## src/rtl/des_feistel_f.sv

```systemverilog
// des_feistel_f
//   DES round function f(R, K): E-expansion of the 32-bit right half, XOR
//   with the 48-bit round subkey, eight 6->4 S-box lookups and the 32-bit
//   P permutation. The whole chain is combinational. The result and every
//   intermediate tap are registered on edges where in_valid is high, so
//   the latency is one cycle.
//
//   Bit numbering: DES bit n of a W-bit bus is index W-n (DES bit 1 = MSB).
//
// Ports
//   clk       in   1   rising-edge clock
//   rst_n     in   1   asynchronous active-low reset; clears every output
//   in_valid  in   1   r_in/subkey valid this cycle
//   r_in      in  32   right half R
//   subkey    in  48   round key K
//   out_valid out  1   registered outputs hold a new result
//   e_out     out 48   E(R)
//   x_out     out 48   E(R) ^ K
//   s_out     out 32   S-box outputs, S1 in [31:28] ... S8 in [3:0]
//   f_out     out 32   P(S), the f-function result
module des_feistel_f (
  input  logic        clk,
  input  logic        rst_n,
  input  logic        in_valid,
  input  logic [31:0] r_in,
  input  logic [47:0] subkey,
  output logic        out_valid,
  output logic [47:0] e_out,
  output logic [47:0] x_out,
  output logic [31:0] s_out,
  output logic [31:0] f_out
);

  // Each box holds 64 nibbles, entry {row, col} at bits [255-4*entry -: 4].
  localparam logic [255:0] S_TAB [8] = '{
    256'hE4D12FB83A6C5907_0F74E2D1A6CB9538_41E8D62BFC973A50_FC8249175B3EA06D,
    256'hF18E6B34972DC05A_3D47F28EC01A69B5_0E7BA4D158C6932F_D8A13F42B67C05E9,
    256'hA09E63F51DC7B428_D709346A285ECBF1_D6498F30B12C5AE7_1AD069874FE3B52C,
    256'h7DE3069A1285BC4F_D8B56F03472C1AE9_A690CB7DF13E5284_3F06A1D8945BC72E,
    256'h2C417AB6853FD0E9_EB2C47D150FA3986_421BAD78F9C5630E_B8C71E2D6F09A453,
    256'hC1AF92680D34E75B_AF427C9561DE0B38_9EF528C3704A1DB6_432C95FABE17608D,
    256'h4B2EF08D3C975A61_D0B7491AE35C2F86_14BDC37EAF680592_6BD814A7950FE23C,
    256'hD2846FB1A93E50C7_1FD8A374C56B0E92_7B419CE206ADF358_21E74A8DFC90356B
  };

  localparam int P_TAB [32] = '{
    16,  7, 20, 21, 29, 12, 28, 17,
     1, 15, 23, 26,  5, 18, 31, 10,
     2,  8, 24, 14, 32, 27,  3,  9,
    19, 13, 30,  6, 22, 11,  4, 25
  };

  // Group g (0-based) of E(R) is DES bits 4g .. 4g+5 of R, where bit 0
  // wraps to 32 and bit 33 wraps to 1.
  function automatic logic [47:0] expand(input logic [31:0] r);
    logic [47:0] e;
    int          n;
    e = '0;
    for (int g = 0; g < 8; g++) begin
      for (int j = 0; j < 6; j++) begin
        n = ((4 * g + j + 31) % 32) + 1;
        e[47 - (6 * g + j)] = r[32 - n];
      end
    end
    return e;
  endfunction

  // Row is the outer bit pair {b1, b6}, column the inner four bits.
  function automatic logic [3:0] sbox(input int b, input logic [5:0] x);
    logic [5:0] a;
    a = {x[5], x[0], x[4:1]};
    return S_TAB[b][255 - 4 * int'(a) -: 4];
  endfunction

  function automatic logic [31:0] permute(input logic [31:0] s);
    logic [31:0] p;
    p = '0;
    for (int i = 0; i < 32; i++) begin
      p[31 - i] = s[32 - P_TAB[i]];
    end
    return p;
  endfunction

  logic [47:0] e_p0;
  logic [47:0] x_p0;
  logic [31:0] s_p0;
  logic [31:0] f_p0;

  logic        vld_p1;
  logic [47:0] e_p1;
  logic [47:0] x_p1;
  logic [31:0] s_p1;
  logic [31:0] f_p1;

  // ---- stage 0: combinational E -> XOR -> S -> P ----
  always_comb begin
    e_p0 = expand(r_in);
    x_p0 = e_p0 ^ subkey;
    s_p0 = '0;
    for (int b = 0; b < 8; b++) begin
      s_p0[31 - 4 * b -: 4] = sbox(b, x_p0[47 - 6 * b -: 6]);
    end
    f_p0 = permute(s_p0);
  end

  // ---- stage 1: output registers, loaded only on accepted inputs ----
  always_ff @(posedge clk or negedge rst_n) begin
    if (!rst_n) begin
      vld_p1 <= 1'b0;
      e_p1   <= '0;
      x_p1   <= '0;
      s_p1   <= '0;
      f_p1   <= '0;
    end else begin
      vld_p1 <= in_valid;
      if (in_valid) begin
        e_p1 <= e_p0;
        x_p1 <= x_p0;
        s_p1 <= s_p0;
        f_p1 <= f_p0;
      end
    end
  end

  assign out_valid = vld_p1;
  assign e_out     = e_p1;
  assign x_out     = x_p1;
  assign s_out     = s_p1;
  assign f_out     = f_p1;

endmodule

```

## config.mk

```make
export PLATFORM = sky130hd
export DESIGN_NAME = des_feistel_f
export DESIGN_NICKNAME = d
export VERILOG_FILES = /design/src/rtl/des_feistel_f.sv
export SDC_FILE = /design/constraint.sdc
export NUM_CORES = 1
export LEC_CHECK = 0
export BUFFER_PORTS_ARGS = -buffer_cell sky130_fd_sc_hd__buf_2
export CELL_PAD_IN_SITES_DETAIL_PLACEMENT = 0
export CELL_PAD_IN_SITES_GLOBAL_PLACEMENT = 2
export CORE_UTILIZATION = 33
export CTS_BUF_LIST = sky130_fd_sc_hd__clkbuf_4
export CTS_CLUSTER_SIZE = 30
export DETAILED_ROUTE_END_ITERATION = 10
export PLACE_DENSITY = 0.82
export SYNTH_ARGS = -nofsm -noshare
export SYNTH_HDL_FRONTEND = slang
export SYNTH_SLANG_ARGS = --single-unit
```

## constraint.sdc

```tcl
create_clock -name clk -period 1.14 [get_ports clk]
set_input_delay 0.171 -clock clk [delete_from_list [all_inputs] [get_ports clk]]
set_output_delay 0.171 -clock clk [all_outputs]
set_load 0.01 [all_outputs]
```

; Word level (Yosys, flattened, before mapping)
; Cells that the tools add are included.
[totals]
wordCells = 22
regBits = 161
input_bits = 83
out_inout_bits = 161
[op_classes]
addsub = 8
shifts = 8
bitwise_logic = 1
[ops]
columns = cell, n
row1 = "variable part select 259 x 9 -> 4 bit, first input constant", 8
row2 = "subtractor 8 x 8 -> 9 bit, first input constant", 8
row3 = XOR 48 bit, 1

; Depth between registers and ports, before layout
[logic_depth]
word_depth = 3
ltp_mapped = 9
depth_no_buf = 9

; Least setup slack after synthesis
; No wires, ideal clock.
[synth_timing]
kind = input to register
startpoint = input port subkey[20]
endpoint = register f_p1[29] (netlist: f_out[29])
t_required_ns = 1.014
path_stages = 9
n_path_buf = 0
setup_slack_ns = -1.207
setup_time_ns = 0.126
arrival_ns = 2.221
path_cell_list = xor2_1 inv_2 ha_1 or2_2 mux4_2 nand2_1 o21ai_1 a221oi_1 nor2_1
[synth_via]
elab_chain_len = 3
[synth_lines]
columns = item, line_no
row1 = start: declaration, 26  ; input logic [47:0] subkey,
row2 = XOR 48 bit, 98  ; x_p0 = e_p0 ^ subkey;
row3 = subtractor 8 x 8 -> 9 bit, 72  ; return S_TAB[b][255 - 4 * int'(a) -: 4];
row4 = variable part select 259 x 9 -> 4 bit, 72
row5 = end signal: assignment, 120  ; f_p1 <= f_p0;
row6 = end: declaration, 93  ; logic [31:0] f_p1;
; No other way between the ends.
; A chain may end at the register's enable or synchronous reset.

; Final worst setup path
[layout_timing]
startpoint = input port r_in[12]
endpoint = register f_p1[29] (netlist: f_out[29])
[layout_via]
elab_chain_len = 3
[layout_lines]
columns = item, line_no
row1 = start: declaration, 25  ; input logic [31:0] r_in,
row2 = XOR 48 bit, 98
row3 = subtractor 8 x 8 -> 9 bit, 72
row4 = variable part select 259 x 9 -> 4 bit, 72
; No other way between the ends.

==> metrics.txt <==
status=finished, violations left; failing checks=negative setup slack; area occupied by multi-input gates=around 0.0072 mm2; Area Growth Syn to Fin=66.6%; YS warnings=0; post-synth cell types=a little under 70; Routed WL=between 30000 and 40000 um; max-cap violations=0; Hold Crit Class=in2reg; Worst Path Arrival=between 1.5 and 2 ns; Final min period=1.43 ns; cell taking the most area after synthesis=dfrtp_1; Synth top area share=between 20% and 30%; final setup vio count=approximately 180; Fmax achieved=0.699 GHz; gr usage total=21.3%; RSZ-0062 raised after global routing=yes; Worst Path Max Fanout=7; crit end category=flip-flop; Remaining DRCs=0; synthesized net count=about 1200; share of post-route cells with drive strength above 1=approximately 53%; Num CTS Buffers=17; clock slew at reported path FFs=between 0.1 and 0.15 ns; initial antenna violation count=1; CTS root buf=clkbuf_4; Port Buffer Count=243; CTS tree=done; EDFF count, synth=0; chip height=about 170 um; crit start category=primary input; DR vias=10400; maximum clock insertion buffer count=2; # fillers=about 2600; die area=0.0300 mm2; Tot Pwr=approximately 0.019 W; Final GP Congestion=roughly 0.86; top cells by area, synth=dfrtp_1 29%, ha_1 8.0%, nor2_1 4.8%, a21oi_1 4.5%, buf_4 4.2%; htree depth=4; Setup Crit Path Kind=in2reg; Rows=between 60 and 70; post-layout net count=1812; Synth top cells by count=124 x nor2_1, 113 x dfrtp_1, 87 x a21oi_1; largest net degree at the start of global routing=45; router iterations before antenna repair=4; Final Hold Fails=0; design area=between 0.015 and 0.02 mm2; Mapped Area=0.00968 mm2; Leakage=7.15 nW; skew final=0 ns; Clock Sink Count=113; setup ws final=-0.290 ns; Die W=173 um; Antenna Nets Post-Route=0; Pwr per Cell Area=1160 mW/mm2; Slew HR=51.6%; pre-CTS setup slack=-0.960 ns; most common cell in the synthesized netlist=nor2_1; first-pass GRT wire length=51900 um; Initial DRC Count=around 570; vias in the first global route=between 10000 and 15000; synthesized area per cell=8.79 um2; placed cell area=~0.014 mm2; period utilization=125%; core area=about 0.029 mm2; Seq. cell area=between 0.002 and 0.003 mm2; ys async rst share=100%; clock latency on the worst-skew pair=around 0.57 ns; Final Max Slew Viols=0; number of placed I/O pins=between 200 and 250; worst path required time=1.60 ns; peak supply drop=between 0.5 and 0.6 mV; Worst Tran Pin Value=roughly 0.72 ns; cell count after synthesis=roughly 1100; total congestion overflow=0; DP HPWL=23400 um; drt via density=~5.0; Initial Util=about a third; ys flop type=dfrtp_1; drt wl/cell=15.9 um; sequential-to-total area share from yosys stat=slightly below 30%; Synth Register Bits=between 100 and 150
[per-layer routing]
| layer | GRT usage (%) | part of all wire, % | vias up |
|---|---|---|---|
| met1 | 27.6 | 44 | 5008 |
| met2 | 36.8 | 51 | 275 |
| met4 | 5.09 | 1.1 | 0 |
| met3 | 3.55 | 3.8 | 30 |
| met5 | 0 | 0 | - |
| li1 | - | - | 5084 |
[worst max-delay path: stages]
cell and delay, ns:
buf_8 0.11, xnor2_4 0.20, ha_2 0.22, or2_4 0.25, mux4_2 0.48, nand2_2 0.08, o21ai_2 0.06, a221oi_2 0.25
nor2_1 0.07
[stage by stage]
step / instances / hold slack (ns) / util [%] / TNS [ns]
after global routing: 2065 / 0.00323 / 56.0 / -41.66
after global placement: 1910 / 0.0490 / 47.6 / -24.56
final: 2065 / 0.0502 / 56.0 / -26.53
after detailed placement: 1910 / 0.0441 / 47.6 / -24.96
after floorplan: 1102 / -0.125 / - / -15.13
after CTS: 2022 / 0.000790 / 52.6 / -39.70
[placed cells by master (no fill, tap or decap), drive strengths merged, types with 4 or more instances in the layout]
cell         count
buf            626
o21ai           63
o311a            4
o22ai           11
xnor2           59
and2             5
a311oi          10
a221oi           4
a211oi          35
a31oi           24
xor2            35
nor2           124
clkinv           9
a211o            5
nor3            24
mux2i            9
nand4            4
a21oi           87
o311ai           9
ha              62
nand2           87
o21a             4
inv             35
nand3           24
dfrtp          113
clkbuf          19
a2111oi          5
mux2            34
mux4            12
and3             4
o211ai          24
o221ai          14
o2111ai          8
dlygate4sd3     37
nand2b           4
[cells by family (layout without fill, tap and decap cells)]
logic type / Yosys count / after routing / synth area share [%]
other: 0 / 1 / 0
flip-flops: 113 / 113 / 29.2
AO/OA/AOI/OAI: 336 / 336 / 22.9
AND/OR/NAND/NOR: 287 / 287 / 12.5
XOR/XNOR: 94 / 94 / 10.9
adder cells (fa/ha/maj): 62 / 62 / 8.01
buffers and inverters: 155 / 733 / 8.62
multiplexers: 55 / 55 / 7.81
[sequential cells by signal (all words and copies together), names as in the netlist]
signal and cells:
s_out 1, x_out 48, e_out 32, f_out 31
out_valid 1
[power by group]
group / switching, W / leakage, nW / internal (W)
registers: 0.000462 / 1.30 / 0.00461
logic: 0.00492 / 5.71 / 0.00529
clock network: 0.00189 / 0.151 / 0.00153
total: 0.00728 / 7.15 / 0.0114
[path summary, 6_finish.rpt]
check	slack, ns	end	cells past startpoint	from
min in group asynchronous	0.18	x_out[11]	3	rst_n
min reg2reg	0.51	e_out[8]	1	e_out[8]
max reg2reg	-0.04	f_out[9]	6	f_out[9]
max in group asynchronous	0.19	x_out[14]	3	rst_n
min	0.05	f_out[10]	5	subkey[11]
max	-0.29	f_out[29]	9	r_in[12]
[area by class of cell]
type / instances / share of cell area [%]
Clock buffer: 19 / 0.884
Clock inverter: 13 / 0.892
Sequential cell: 113 / 17.5
Multi-Input combinational cell: 834 / 44.9
Timing Repair Buffer: 664 / 31.8
Tap cell: 384 / 2.98
Antenna cell: 1 / 0.0155
Inverter: 37 / 1.05
[timing repair]
| item | CTS | global route |
|---|---|---|
| pin swaps | 53 | 93 |
| resized for setup | 107 | 155 |
| setup buffers | 43 | 43 |
| endpoints found under the setup margin | 187 | 239 |
| endpoints found under the hold margin | 152 | 1 |
| hold buffers | 37 | 1 |
Note: power is estimated with default switching activity, not from simulation.
